File: src/rtl/game_pkg.sv
// Shared game-flow encodings used by the status controller and the screen renderers.
// status_t is one-hot so renderers can decode a single bit per screen.
package game_pkg;

  typedef enum logic [3:0] {
    ST_START = 4'b0001,
    ST_PLAY  = 4'b0010,
    ST_WIN   = 4'b0100,
    ST_DEAD  = 4'b1000
  } status_t;

  localparam logic [7:0] KEY_ENTER = 8'h28;

endpackage

File: src/rtl/edge_pulse.sv
// Registers a level each clock and emits a one-cycle pulse on its rising edge.
// The pulse is combinational from d, so it coincides with the first cycle d is high.
module edge_pulse (
  input  logic clk,
  input  logic rst,
  input  logic d,
  output logic pulse
);

  logic d_q;

  always_ff @(posedge clk or posedge rst) begin
    if (rst) d_q <= 1'b0;
    else     d_q <= d;
  end

  assign pulse = d & ~d_q;

endmodule

File: src/rtl/game_status_ctrl.sv
// Game-flow FSM: START -> PLAY -> WIN/DEAD -> START, driven by frame ticks and Enter presses.
// Optional elapsed-play-time counter is enabled with the GAME_TIMER_EN macro.
module game_status_ctrl
  import game_pkg::*;
#(
  parameter int         WIN_HOLD_FRAMES = 30,
  parameter int         FRAMES_PER_SEC  = 60,
  parameter logic [7:0] START_KEY       = KEY_ENTER
) (
  input  logic       Clk,
  input  logic       Reset,
  input  logic       frame_clk,
  input  logic [7:0] keycode,
  input  logic       is_win_girl,
  input  logic       is_win_boy,
  input  logic       is_dead,
  output logic [3:0] status,
  output logic       game_reset,
  output logic [9:0] play_seconds
);

  localparam int HW = $clog2(WIN_HOLD_FRAMES + 1);
  localparam logic [HW-1:0] HOLD_LAST = HW'(WIN_HOLD_FRAMES - 1);
  localparam logic [HW-1:0] HOLD_MAX  = HW'(WIN_HOLD_FRAMES);

  logic          tick;
  logic          press;
  status_t       state, state_d;
  logic [HW-1:0] hold_cnt, hold_d;
  logic          game_reset_d;

  edge_pulse u_frame_edge (
    .clk   (Clk),
    .rst   (Reset),
    .d     (frame_clk),
    .pulse (tick)
  );

  edge_pulse u_key_edge (
    .clk   (Clk),
    .rst   (Reset),
    .d     (keycode == START_KEY),
    .pulse (press)
  );

  always_ff @(posedge Clk or posedge Reset) begin
    if (Reset) begin
      state      <= ST_START;
      hold_cnt   <= '0;
      game_reset <= 1'b0;
    end else begin
      state      <= state_d;
      hold_cnt   <= hold_d;
      game_reset <= game_reset_d;
    end
  end

  always_comb begin
    state_d      = state;
    hold_d       = hold_cnt;
    game_reset_d = 1'b0;
    case (state)
      ST_START: begin
        if (press) begin
          state_d      = ST_PLAY;
          hold_d       = '0;
          game_reset_d = 1'b1;
        end
      end
      ST_PLAY: begin
        // Death is checked first so a simultaneous win never escapes a hazard.
        if (tick) begin
          if (is_dead) begin
            state_d = ST_DEAD;
          end else if (is_win_girl && is_win_boy) begin
            if (hold_cnt == HOLD_LAST)     state_d = ST_WIN;
            else if (hold_cnt != HOLD_MAX) hold_d  = hold_cnt + 1'b1;
          end else begin
            hold_d = '0;
          end
        end
      end
      ST_WIN, ST_DEAD: begin
        if (press) state_d = ST_START;
      end
      default: begin
        state_d = ST_START;
        hold_d  = '0;
      end
    endcase
  end

  assign status = state;

`ifdef GAME_TIMER_EN
  localparam int FW = (FRAMES_PER_SEC > 1) ? $clog2(FRAMES_PER_SEC) : 1;
  localparam logic [FW-1:0] FRAME_LAST = FW'(FRAMES_PER_SEC - 1);

  logic [FW-1:0] frame_cnt;
  logic [9:0]    sec_cnt;

  always_ff @(posedge Clk or posedge Reset) begin
    if (Reset) begin
      frame_cnt <= '0;
      sec_cnt   <= '0;
    end else if (game_reset) begin
      frame_cnt <= '0;
      sec_cnt   <= '0;
    end else if (state == ST_PLAY && tick) begin
      if (frame_cnt == FRAME_LAST) begin
        frame_cnt <= '0;
        if (sec_cnt != 10'd999) sec_cnt <= sec_cnt + 10'd1;
      end else begin
        frame_cnt <= frame_cnt + 1'b1;
      end
    end
  end

  assign play_seconds = sec_cnt;
`else
  assign play_seconds = '0;
`endif

endmodule
File: config.mk
export PLATFORM = sky130hd
export DESIGN_NAME = game_status_ctrl
export DESIGN_NICKNAME = d
export VERILOG_FILES = /design/src/rtl/game_pkg.sv /design/src/rtl/edge_pulse.sv /design/src/rtl/game_status_ctrl.sv
export SDC_FILE = /design/constraint.sdc
export NUM_CORES = 1
export LEC_CHECK = 0
export CORE_UTILIZATION = 46
export CTS_CLUSTER_DIAMETER = 30
export DETAILED_ROUTE_END_ITERATION = 12
export PLACE_DENSITY = 0.83
export SYNTH_ARGS = -nofsm -noshare
export SYNTH_HDL_FRONTEND = slang
export SYNTH_HIERARCHICAL = 1
export SYNTH_SLANG_ARGS = --single-unit
File: constraint.sdc
create_clock -name Clk -period 1.98 [get_ports Clk]
set_input_delay 0.495 -clock Clk [delete_from_list [all_inputs] [get_ports Clk]]
set_output_delay 0.495 -clock Clk [all_outputs]
set_load 0.1 [all_outputs]
==> flow_summary.ini <==
[run_status]
status = complete, no violations

[synthesis]
synth_edf_count = 0
synthFlopType = dfrtp_1
synth.cell_area_um2 = 933
ys_types = 43
syn_inst = 93
synthArstFlopShare_pct = 100
avgSynthCellArea_um2 = 10.0
ys_ff_latch = 12
ys_seq_area_share_pct = 32.3
yosysWarnings = 6

[sta]
drv_slew = 0
hold_violations = 0
finalCritPeriodShare_pct = 96.5
max_clock_freq_ghz = 0.523
tns_ns = 0
setup-violations-final = 0
period_needed_ns = 1.91
final.setup_skew_ns = 0.00734

[floorplan]
fp.dieH_um = 47.0
ios = 29
core.rowCount = 15
dieArea_um2 = 2210
floorplan.initialDensity_pct = 51.3
coreArea_um2 = 1820
die_w_um = 47.0

[critical_path]
crit_chain = buf_2, nor4b_4, and4b_1, nor2b_4, nor3_4, a22o_4, or2_4, o32ai_2
startpoint = keycode[6]
crit_end = hold_cnt[1]
rr_startpoint = hold_cnt[0]
worstSetupPathType = input pin to register
reg2reg_to = hold_cnt[1]
crit_slowest_cell = a22o_4
rrSetupSlack_ns = 0.14
cp.required_ns = 2.19
critPathMaxStageDelay_ns = 0.27
worstSetupEndpointType = register
critical_path_arrival_ns = 2.12
critPathMaxFanout = 5
ff2ff_path_depth = 5
startpoint_type = input pin

[routing]
totalWireLength_um = 2270
drt_iter0_drc = 30
first_pass_iters = 4
via_count = 803
detail-route-antenna-nets = 0
wire_per_inst_um = 16.1
drc = 0
drt-vias-per-instance = 5.70

[layout]
drive_gt1_share_pct = 35.3
seq_area_um2 = 305
areaGrowthSynthToFinish_pct = 31.8
nFillCells = 145
fin_util_pct = 67.6
fin_nets = 134
stdcell_count = 141
final_common_cell = conb_1
antennaDiodeCount = 0
multiInputGateArea_um2 = 596
layout_common_cells = 10 x conb_1, 8 x dfrtp_1, 7 x inv_1, 6 x nand2_1, 6 x buf_4

[run]
maxCapViolCount = 0

[grt]
global_route.usage.met2_pct = 40.6
grt_use_met1_pct = 28.3
grt_start_max_net_pins = 11
grt_pass1_vias = 719
overflow = 0
grt_pass1_wl_um = 3460
track_usage_pct = 23.2
use_met3_pct = 5.77
grt_antenna_before_repair = 0
top_usage_layer = met2

[clocking]
clock-sinks = 12
cts_buffer_depth = 2
cts_tree = done
clk_pin_slew_ns = 0.08
cts_root_buffer = clkbuf_4
htree_levels = 1
numCtsBuffers = 3
clk_latency_ns = 0.30

[pwr]
p_leak_nw = 0.530
p_per_area_nw_per_um2 = 552
irDropWorstVdd_v = 0.000402

[min_path]
hold_class = input pin to async pin

[placement]
dp_hpwl_um = 1560
port-buffer-count = 18
dp_cells = 134
gp_congestion = 0.887
## worst max-delay path: cells and delay by family
kind | cells | cell delay [ns]
AO/OA/AOI/OAI | 2 | 0.51
buffers and inverters | 1 | 0.12
AND/OR/NAND/NOR | 5 | 0.99
## logic make-up (layout without fill, tap and decap cells)
family / Yosys count / in the layout / share of synthesized area, %
xor+xnor: 1 / 1 / 0.939
flops: 12 / 12 / 32.3
fa+ha+maj: 3 / 3 / 4.02
compound gates: 20 / 20 / 19.8
other cells: 1 / 10 / 0.402
buf+inv: 20 / 34 / 14.1
mux: 1 / 1 / 1.07
simple gates: 35 / 35 / 27.3
## cells in the mapped netlist, types with 2 or more instances
cell	count	area, µm²
buf_4	11	82.6
dfrtp_1	11	275
inv_1	7	26.3
nand2_1	6	22.5
nor2_1	4	15.0
a31oi_1	3	18.8
ha_1	3	37.5
nor3_1	3	15.0
o31ai_1	3	22.5
and3_1	2	12.5
buf_6	2	22.5
nor2b_4	2	27.5
nor3_2	2	20.0
nor3b_1	2	15.0
nor4b_1	2	17.5
o211ai_1	2	15.0
o22a_1	2	17.5
## power by group
group	leakage (nW)	internal, mW	switching (mW)
Clock	0.0210	0.112	0.0968
Combinational	0.353	0.0630	0.147
Sequential	0.157	0.249	0.0108
## how the worst min path moves through the flow
stage,from,end,cells after the start
CTS,Reset,u_key_edge/d_q,2
floorplan,Reset,u_frame_edge/d_q,1
global route,Reset,u_key_edge/d_q,2
detailed placement,hold_cnt[3],hold_cnt[3],1
finish,Reset,u_frame_edge/d_q,2
global placement,hold_cnt[0],hold_cnt[0],1
## layout make-up
| cell class | instances | share of cell area, % |
|---|---|---|
| repair buffers | 23 | 19.1 |
| multi-input cells | 70 | 48.4 |
| flip-flops and latches | 12 | 24.8 |
| clock buffers | 4 | 2.95 |
| inverters | 7 | 2.14 |
| well taps | 25 | 2.54 |
## stage by stage
stage,setup slack (ns),cell area (µm²),total power [mW],hold slack [ns]
after floorplan,0.00884,982,0.429,0.224
after global placement,-0.484,1140,0.461,0.572
after detailed placement,-0.586,1140,0.465,0.572
after CTS,0.0246,1200,0.670,0.411
after global routing,-0.0115,1230,0.708,0.399
final,0.0685,1230,0.679,0.402
## state kept, by name, summed over array words and instances, names as in the netlist
name,count
game_reset,1
u_key_edge/d_q,1
status,4
u_frame_edge/d_q,1
hold_cnt,5
## routing by layer
metal  vias up  share of wire (%)
li1        370                  -
met1       388                 43
met2        38                 50
met3         7                5.1
met4         0                2.5
met5         -                  0
## timing repair
action                                  4_1_cts  5_1_grt
gates cloned                                  0        0
gates resized for setup                      22        4
pin swaps                                     9        5
endpoints found under the setup margin        7        6
setup buffers                                 2        1
hold buffers                                  0        0
Power figures use the tool's default switching activity.
